File: config.mk
export PLATFORM = sky130hd
export DESIGN_NAME = game_sequencer
export DESIGN_NICKNAME = d
export VERILOG_FILES = /design/src/rtl/game_pkg.sv /design/src/rtl/frame_divider.sv /design/src/rtl/game_sequencer.sv
export SDC_FILE = /design/constraint.sdc
export NUM_CORES = 1
export LEC_CHECK = 0
export ABC_AREA = 1
export CAP_MARGIN = 20
export CORE_ASPECT_RATIO = 1.25
export CORE_UTILIZATION = 40
export DETAILED_ROUTE_END_ITERATION = 10
export HOLD_SLACK_MARGIN = 0.08
export PLACE_DENSITY_LB_ADDON = 0.08
export SYNTH_ARGS = -nofsm -noshare
export SYNTH_HDL_FRONTEND = slang
export SYNTH_SLANG_ARGS = --single-unit
File: constraint.sdc
create_clock -name clk -period 2.2 [get_ports clk]
set_clock_uncertainty 0.15 [all_clocks]
set_input_delay 0.33 -clock clk [delete_from_list [all_inputs] [get_ports clk]]
set_output_delay 0.33 -clock clk [all_outputs]
set_load 0.005 [all_outputs]
File: src/rtl/game_pkg.sv
// Shared types and constants for the ocean-game flow controller.
package game_pkg;

  // One-hot game phase encoding
  typedef enum logic [3:0] {
    ST_IDLE = 4'b0001,
    ST_PLAY = 4'b0010,
    ST_HIT  = 4'b0100,
    ST_OVER = 4'b1000
  } state_e;

  localparam logic [7:0]  SCORE_MAX = 8'd255;

  localparam int unsigned LIVES_DEF      = 3;
  localparam int unsigned MOVE_DIV_DEF   = 2;
  localparam int unsigned HIT_FRAMES_DEF = 60;

  localparam int unsigned DIV_W   = 4;
  localparam int unsigned HIT_W   = 8;
  localparam int unsigned LIVES_W = 2;
  localparam int unsigned SCORE_W = 8;

endpackage

File: src/rtl/frame_divider.sv
// Frame-tick divider: counts qualified ticks and emits a registered one-cycle
// pulse on the cycle after the terminal tick.
module frame_divider
  import game_pkg::*;
#(
  parameter int unsigned DIV = MOVE_DIV_DEF
) (
  input  logic clk,
  input  logic rst,
  input  logic i_clr,
  input  logic i_tick,
  output logic o_pulse
);

  localparam logic [DIV_W-1:0] TERM = DIV_W'(DIV - 1);

  logic [DIV_W-1:0] r_cnt;
  logic             r_pulse;

  // Count ticks; wrap at terminal count and fire the pulse for one cycle
  always_ff @(posedge clk) begin
    if (rst) begin
      r_cnt   <= '0;
      r_pulse <= 1'b0;
    end else begin
      r_pulse <= 1'b0;
      if (i_clr) begin
        r_cnt <= '0;
      end else if (i_tick) begin
        if (r_cnt == TERM) begin
          r_cnt   <= '0;
          r_pulse <= 1'b1;
        end else begin
          r_cnt <= r_cnt + DIV_W'(1);
        end
      end
    end
  end

  assign o_pulse = r_pulse;

endmodule

File: src/rtl/game_sequencer.sv
// Game-flow controller: idle/play/hit/over phases, lives, score and gating of
// object motion. Every output is decoded from registers only.
module game_sequencer
  import game_pkg::*;
#(
  parameter int unsigned LIVES      = LIVES_DEF,
  parameter int unsigned MOVE_DIV   = MOVE_DIV_DEF,
  parameter int unsigned HIT_FRAMES = HIT_FRAMES_DEF
) (
  input  logic         clk,
  input  logic         rst,
  input  logic         start,
  input  logic         frame_tick,
  input  logic         hit_shark,
  input  logic         hit_bottle,
  output logic         move_en,
  output logic         obj_reset,
  output logic         blank_player,
  output logic [1:0]   lives,
  output logic [7:0]   score,
  output logic         q_IDLE,
  output logic         q_PLAY,
  output logic         q_HIT,
  output logic         q_OVER
);

  localparam logic [LIVES_W-1:0] LIVES_INIT = LIVES_W'(LIVES);
  localparam logic [HIT_W-1:0]   HIT_LAST   = HIT_W'(HIT_FRAMES - 1);

  state_e             r_state;
  logic [LIVES_W-1:0] r_lives;
  logic [SCORE_W-1:0] r_score;
  logic [HIT_W-1:0]   r_hit_cnt;
  logic               r_obj_pulse;
  logic               r_start_q;

  state_e             w_state_nxt;
  logic [LIVES_W-1:0] w_lives_nxt;
  logic [SCORE_W-1:0] w_score_nxt;
  logic [HIT_W-1:0]   w_hit_cnt_nxt;
  logic               w_obj_pulse_nxt;
  logic               w_div_clr;
  logic               w_div_tick;
  logic               w_start_rise;
  logic               w_move_pulse;

  assign w_start_rise = start & ~r_start_q;

  // State and game-data registers
  always_ff @(posedge clk) begin
    if (rst) begin
      r_state     <= ST_IDLE;
      r_lives     <= LIVES_INIT;
      r_score     <= '0;
      r_hit_cnt   <= '0;
      r_obj_pulse <= 1'b0;
      r_start_q   <= 1'b0;
    end else begin
      r_state     <= w_state_nxt;
      r_lives     <= w_lives_nxt;
      r_score     <= w_score_nxt;
      r_hit_cnt   <= w_hit_cnt_nxt;
      r_obj_pulse <= w_obj_pulse_nxt;
      r_start_q   <= start;
    end
  end

  // Next-state, lives/score update and divider control
  always_comb begin
    w_state_nxt     = r_state;
    w_lives_nxt     = r_lives;
    w_score_nxt     = r_score;
    w_hit_cnt_nxt   = r_hit_cnt;
    w_obj_pulse_nxt = 1'b0;
    w_div_clr       = 1'b0;
    w_div_tick      = 1'b0;
    case (r_state)
      ST_IDLE: begin
        if (w_start_rise) begin
          w_state_nxt = ST_PLAY;
          w_lives_nxt = LIVES_INIT;
          w_score_nxt = '0;
          w_div_clr   = 1'b1;
        end
      end
      ST_PLAY: begin
        if (hit_shark) begin
          // Shark wins over bottle and over a dividing tick
          if (r_lives == LIVES_W'(1)) begin
            w_lives_nxt = '0;
            w_state_nxt = ST_OVER;
          end else begin
            w_lives_nxt   = r_lives - LIVES_W'(1);
            w_state_nxt   = ST_HIT;
            w_hit_cnt_nxt = '0;
          end
        end else begin
          w_div_tick = frame_tick;
          if (hit_bottle && (r_score != SCORE_MAX)) begin
            w_score_nxt = r_score + SCORE_W'(1);
          end
        end
      end
      ST_HIT: begin
        if (frame_tick) begin
          w_hit_cnt_nxt = r_hit_cnt + HIT_W'(1);
          if (r_hit_cnt == HIT_LAST) begin
            w_state_nxt     = ST_PLAY;
            w_div_clr       = 1'b1;
            w_obj_pulse_nxt = 1'b1;
          end
        end
      end
      ST_OVER: begin
        if (w_start_rise) begin
          w_state_nxt = ST_IDLE;
        end
      end
      default: begin
        w_state_nxt = ST_IDLE;
      end
    endcase
  end

  frame_divider #(
    .DIV (MOVE_DIV)
  ) u_move_div (
    .clk     (clk),
    .rst     (rst),
    .i_clr   (w_div_clr),
    .i_tick  (w_div_tick),
    .o_pulse (w_move_pulse)
  );

  assign q_IDLE       = (r_state == ST_IDLE);
  assign q_PLAY       = (r_state == ST_PLAY);
  assign q_HIT        = (r_state == ST_HIT);
  assign q_OVER       = (r_state == ST_OVER);
  assign move_en      = w_move_pulse;
  assign obj_reset    = q_IDLE | q_OVER | r_obj_pulse;
  assign blank_player = q_HIT & r_hit_cnt[3];
  assign lives        = r_lives;
  assign score        = r_score;

endmodule

Word level (Yosys, flattened, before mapping)
Cells that the tools add are included.
- register bits: 29
- output and inout port bits: 17
- bitwise logic cells: 7
- add/subtract/negate cells: 4
- mux-type cells: 27
- reductions and logical operators: 10
- equality and inequality tests: 16
- operators by type and width (cell ; count):
    8-bit 2-to-1 mux ; 6
    8-bit one-hot mux with 2 select lines ; 2
    4-bit 2-to-1 mux ; 7
    8-bit by 1-bit adder with 8-bit output (second input constant) ; 2
    4-bit one-hot mux with 4 select lines ; 1
    4-bit by 1-bit == test with 1-bit output (second input constant) ; 2
    8-bit by 6-bit == test with 1-bit output (second input constant) ; 1
    2-bit by 1-bit inequality test with 1-bit output (second input constant) ; 4
    2-bit inequality test (second input constant) ; 4
    8-bit inequality test (second input constant) ; 1
    4-bit AND reduction ; 2
    1-bit 2-to-1 mux ; 6
    2-bit 2-to-1 mux ; 3
    5-bit AND reduction ; 1
    4-bit by 1-bit adder with 4-bit output (second input constant) ; 1
    4-bit by 2-bit == test with 1-bit output (second input constant) ; 1
    4-bit by 3-bit == test with 1-bit output (second input constant) ; 1
    4-bit == test (second input constant) ; 1
    2-bit one-hot mux with 2 select lines ; 1
    2-bit nonzero test ; 2
    2-bit OR reduction ; 2
    1-bit NOT ; 3
    3-bit AND reduction ; 1
    3-bit OR reduction ; 1
    other kinds (6) ; 8

Longest topological paths before layout
- depth after elaboration: 5
- depth in mapped cells: 10

Cells and area by module
From an unflattened synthesis, not the netlist that was laid out.
- cells, all modules: 265
- area, all modules: 1659.1 um2
- modules (own cells, without submodules) (module ; area an instance (um2) ; cells each ; instances ; seq. area each (um2)):
    game_sequencer ; 1455.1 ; 236 ; 1 ; 480.5
    frame_divider ; 203.9 ; 29 ; 1 ; 100.1

Worst setup path after synthesis
OpenSTA, ideal clock, no wires.
- path type: register to register
- from: reg r_score[0], in the netlist score[0]
- to: reg r_score[5], in the netlist score[5]
- period minus slack after synthesis: 1565 ps
- setup slack: 635 ps
- arrival time: 1302 ps
- library setup time: 114 ps
- path buffers: 1
- data required time: 1936 ps
- stages on the path, launching flop included: 10
- cell sequence: dfxtp_1 -> ha_1 -> nand2_1 -> nor2_1 -> nand2_1 -> nand3b_4 -> nand2_4 -> buf_6 -> a21oi_1 -> nor2_1
- longest elaborated chain between the ends: 4
- elaborated cells between the ends (all ways): 8
- classes of those cells: add/sub: 1; eq/ne: 2; mux: 3; reduce/logical: 2
- RTL lines (element ; line ; text):
    start, declared ; game_sequencer.sv:32 ; logic [SCORE_W-1:0] r_score;
    start signal, assigned ; game_sequencer.sv:61 ; r_score <= w_score_nxt;
    8-bit by 1-bit adder with 8-bit output / 8-bit inequality test (equally long branches) ; game_sequencer.sv:100, game_sequencer.sv:99 ;
    8-bit 2-to-1 mux / 1-bit logical AND (equally long branches) ; game_sequencer.sv:99 ; if (hit_bottle && (r_score != SCORE_MAX)) begin
    8-bit 2-to-1 mux / 2-bit by 1-bit inequality test with 1-bit output (equally long branches) ; - ;
    8-bit one-hot mux with 2 select lines / 4-bit AND reduction (equally long branches) ; - ;
Parallel ways exist; a longest one is shown, timed or not. The select of a mux whose other input is x is not followed.
A chain may end at the register's enable or synchronous reset.

Final worst setup path
- from: reg r_state[3]
- to: out obj_reset
- longest elaborated chain between the ends: 3
- elaborated cells between the ends (all ways): 4
- classes of those cells: eq/ne: 2; bitwise: 2
- RTL lines (element ; line ; text):
    start, declared ; game_sequencer.sv:30 ; state_e r_state;
    start signal, assigned ; game_sequencer.sv:59 ; r_state <= w_state_nxt;
    4-bit by 1-bit == test with 1-bit output / 4-bit == test (equally long branches) ; game_sequencer.sv:135, game_sequencer.sv:138 ;
    1-bit bitwise OR (*) (2 in a row) ; game_sequencer.sv:140 ; assign obj_reset = q_IDLE | q_OVER | r_obj_pulse;
    end, declared ; game_sequencer.sv:17 ; output logic obj_reset,
Every way passes the cells marked *; elsewhere a longest branch is shown, timed or not.

==> metrics <==
core area=4099 µm²; Antenna Cells=0; Setup CP Type=flop to output port; DRC=0; CP max stage delay=0.44 ns; clk slew on worst S/H paths=0.06 ns; Filler Cell Count=~450; number of port buffers=22; largest family of logic cells by synthesized area=simple AND/OR/NAND/NOR gates; area leader, netlist=dfxtp_1; post-synthesis mux area share=0%; commonest non-fill, non-tap cell in the layout=nand2_1; Gate Count Post-Synth=264; Worst IR Drop VDD=0.0003653 V; syn nets=273; Routed Antenna Nets=0; layout cells sized above 1=12.93%; Root Driver=clkbuf_8; synthesized flop and latch total=29; crit path capture=obj_reset; R2R cell count=8; MaxCap Viol Count=0; Clock Latency Late Sink=0.28 ns; Post-DP HPWL=2.909 mm; CP Launch Type=flop; Power Density=639.0 nW/µm²; design area=roughly 2100 µm²; Final Non-Filler Cells=between 300 and 400; M1 GR Usage=21.62%; internal power=923.8 µW; syn_area_per_cell=~6.5 µm²; vias in the first global route=1442; Slew @ Worst Pin=0.3190 ns; most crowded layer after global routing=met2; CP max stage cell=clkdlybuf4s50_1; initial antenna violation count=0; P_sw=between 400 and 500 µW; Area Overhead vs Synth=21.97%; DR vias/cell=about 4.7; Mapped Area=1725 µm²; Synth cell types=30; GRT Overall Usage=18.91%; Sw Ratio=31.30%; total power=approximately 1.3 mW; combinational fraction of design power=25.4%; run status=completed; grt met3 use=under 10%; highest-count cells in the layout ignoring fill and taps=81 x nand2_1, 37 x nor2_1, 27 x inv_1, 27 x dfxtp_1, 22 x clkdlybuf4s50_1; GP Congestion=just over 0.8; largest net degree at the start of global routing=13; Synth top area share=33.65%; Placed Cells=between 300 and 400; first-pass GRT wire length=6.299 mm; Synth Area in Compound Gates=8.557%; Slew HR=78.66%; Post-Synth XOR/XNOR Area=1.523%; met2 Track Usage GR=about a third; die area=approximately 4600 µm²; crit-path max FO=4; standard-cell rows=26; critical-path cell list=nor2_4 > nand3_2 > nand2_1 > or2_2 > clkdlybuf4s50_1; yosys warns=0; Clock power frac=about a third; nets=302; worst hold path class=flop to flop; Final setup viols=0; Slew Viols, Final=0; WL/cell=11.16 µm; critical path launch point=r_state[3]; Die H=75.43 µm; CTS Buf Count=5; Post-synth EDFFs=0; gr ovfl total=0; Final period util=96.15%; drt first pass iters=4; top_reg_cell synth=dfxtp_1; crit path capture type=output port; worst r2r dst=score[3]; Bufs on Longest Clock Path=2; FMAX=472.7 MHz; DP Area=just over 2000 µm²; setup TNS=0 ns; WP data required=1.72 ns; initial DRC count=82; P_leak=0.8249 nW; final WL=~3.9 mm; top post-synthesis cells by area=dfxtp_1 34%, nand2_1 18%, nor2_1 8.0%; hold buffer count at cts=0; Post-Synth Simple-Gate Area=45.11%; Initial Utilization=42.09%; reg2reg setup slack=around 0.47 ns; Worst Path Arrival=1.64 ns; post-synthesis sequential area ratio=about 34%; final hold violations=0; asr flop ratio synth=0%; CTS Sinks=29; H-tree Lvls=2; RSZ-0062 raised after global routing=no; min cycle time layout=2.115 ns; register share of total power=43.2%; number of top-level pins=23; worst r2r src=score[0]; via count=between 1.5k and 2k; adder-cell share of the synthesized area=2.175%; CTS tree=built; Die W=around 61 µm
[per-stage QoR]
step	worst slack, ns	hold slack [ns]	utilization, %
detailed placement	0.3037	0.3451	49.15
CTS	0.07055	0.3562	51.13
global route	0.003552	0.3662	51.34
floorplan	0.6347	0.2424	-
finish	0.08468	0.3421	51.34
global placement	0.3304	0.3279	49.15
[cell type report]
| type | instances | area (µm²) | share of cell area, % |
|---|---|---|---|
| Multi-Input combinational cell | 198 | 994.7 | 47.27 |
| Sequential cell | 29 | 585.6 | 27.82 |
| Inverter | 33 | 123.9 | 5.886 |
| Timing Repair Buffer | 26 | 250.2 | 11.89 |
| Tap cell | 56 | 70.07 | 3.329 |
| Clock buffer | 8 | 80.08 | 3.805 |
[sequential cells by signal, indices dropped and copies added (netlist names)]
signal	count
r_obj_pulse	1
r_state	4
lives	2
r_hit_cnt	8
score	8
u_move_div.r_cnt	4
r_start_q	1
u_move_div.o_pulse	1
[synth_stat cells, types with 2 or more instances]
cell type / number
nand2_1: 81
nor2_1: 37
dfxtp_1: 29
inv_1: 27
nand3_1: 21
a21oi_1: 17
inv_2: 6
o21ai_0: 6
nand2_2: 5
nand2_4: 4
nand4_1: 4
ha_1: 3
a21oi_2: 2
buf_6: 2
nor2_2: 2
nor2_4: 2
or2_2: 2
xnor2_1: 2
[worst max-delay path: cells and delay by family, from the launching register on]
family	cells	cell delay [ns]
flops	1	0.42
simple gates	4	0.50
buf+inv	1	0.44
[timing repair]
| action | 4_1_cts | 5_1_grt |
|---|---|---|
| setup buffers | 0 | 0 |
| cloned | 0 | 0 |
| gates resized for setup | 1 | 3 |
| endpoints found under the hold margin | 0 | 0 |
| endpoints found under the setup margin | 1 | 1 |
[power by group through the flow]
stage,logic (mW),registers [mW],clock network (mW)
2_1_floorplan,0.231,0.587,0
3_3_place_gp,0.342,0.590,0
3_5_place_dp,0.342,0.590,0
4_1_cts,0.344,0.579,0.443
5_1_grt,0.383,0.585,0.461
6_report,0.341,0.581,0.423
[how the worst min path moves through the flow]
stage / from / to / slack, ns / depth (start not counted)
2_1_floorplan: rst / r_state[2] / 0.24 / 1
3_3_place_gp: r_hit_cnt[7] / r_hit_cnt[7] / 0.33 / 2
3_5_place_dp: score[0] / score[0] / 0.35 / 1
4_1_cts: r_hit_cnt[7] / r_hit_cnt[7] / 0.36 / 2
5_1_grt: r_hit_cnt[7] / r_hit_cnt[7] / 0.37 / 2
6_report: r_hit_cnt[7] / r_hit_cnt[7] / 0.34 / 2
[metal layers]
metal  up-vias  share of wire (%)
li1        888                  -
met1       738                 47
met2        23                 48
met3         5                3.1
met4         0                2.0
met5         -                  0
[cell families after synthesis]
logic type	Yosys count
buffers and inverters	37
adder cells (fa/ha/maj)	3
XOR/XNOR	3
flip-flops	29
AND/OR/NAND/NOR	165
AO/OA/AOI/OAI	27
Note: power is estimated with default switching activity, not from simulation.
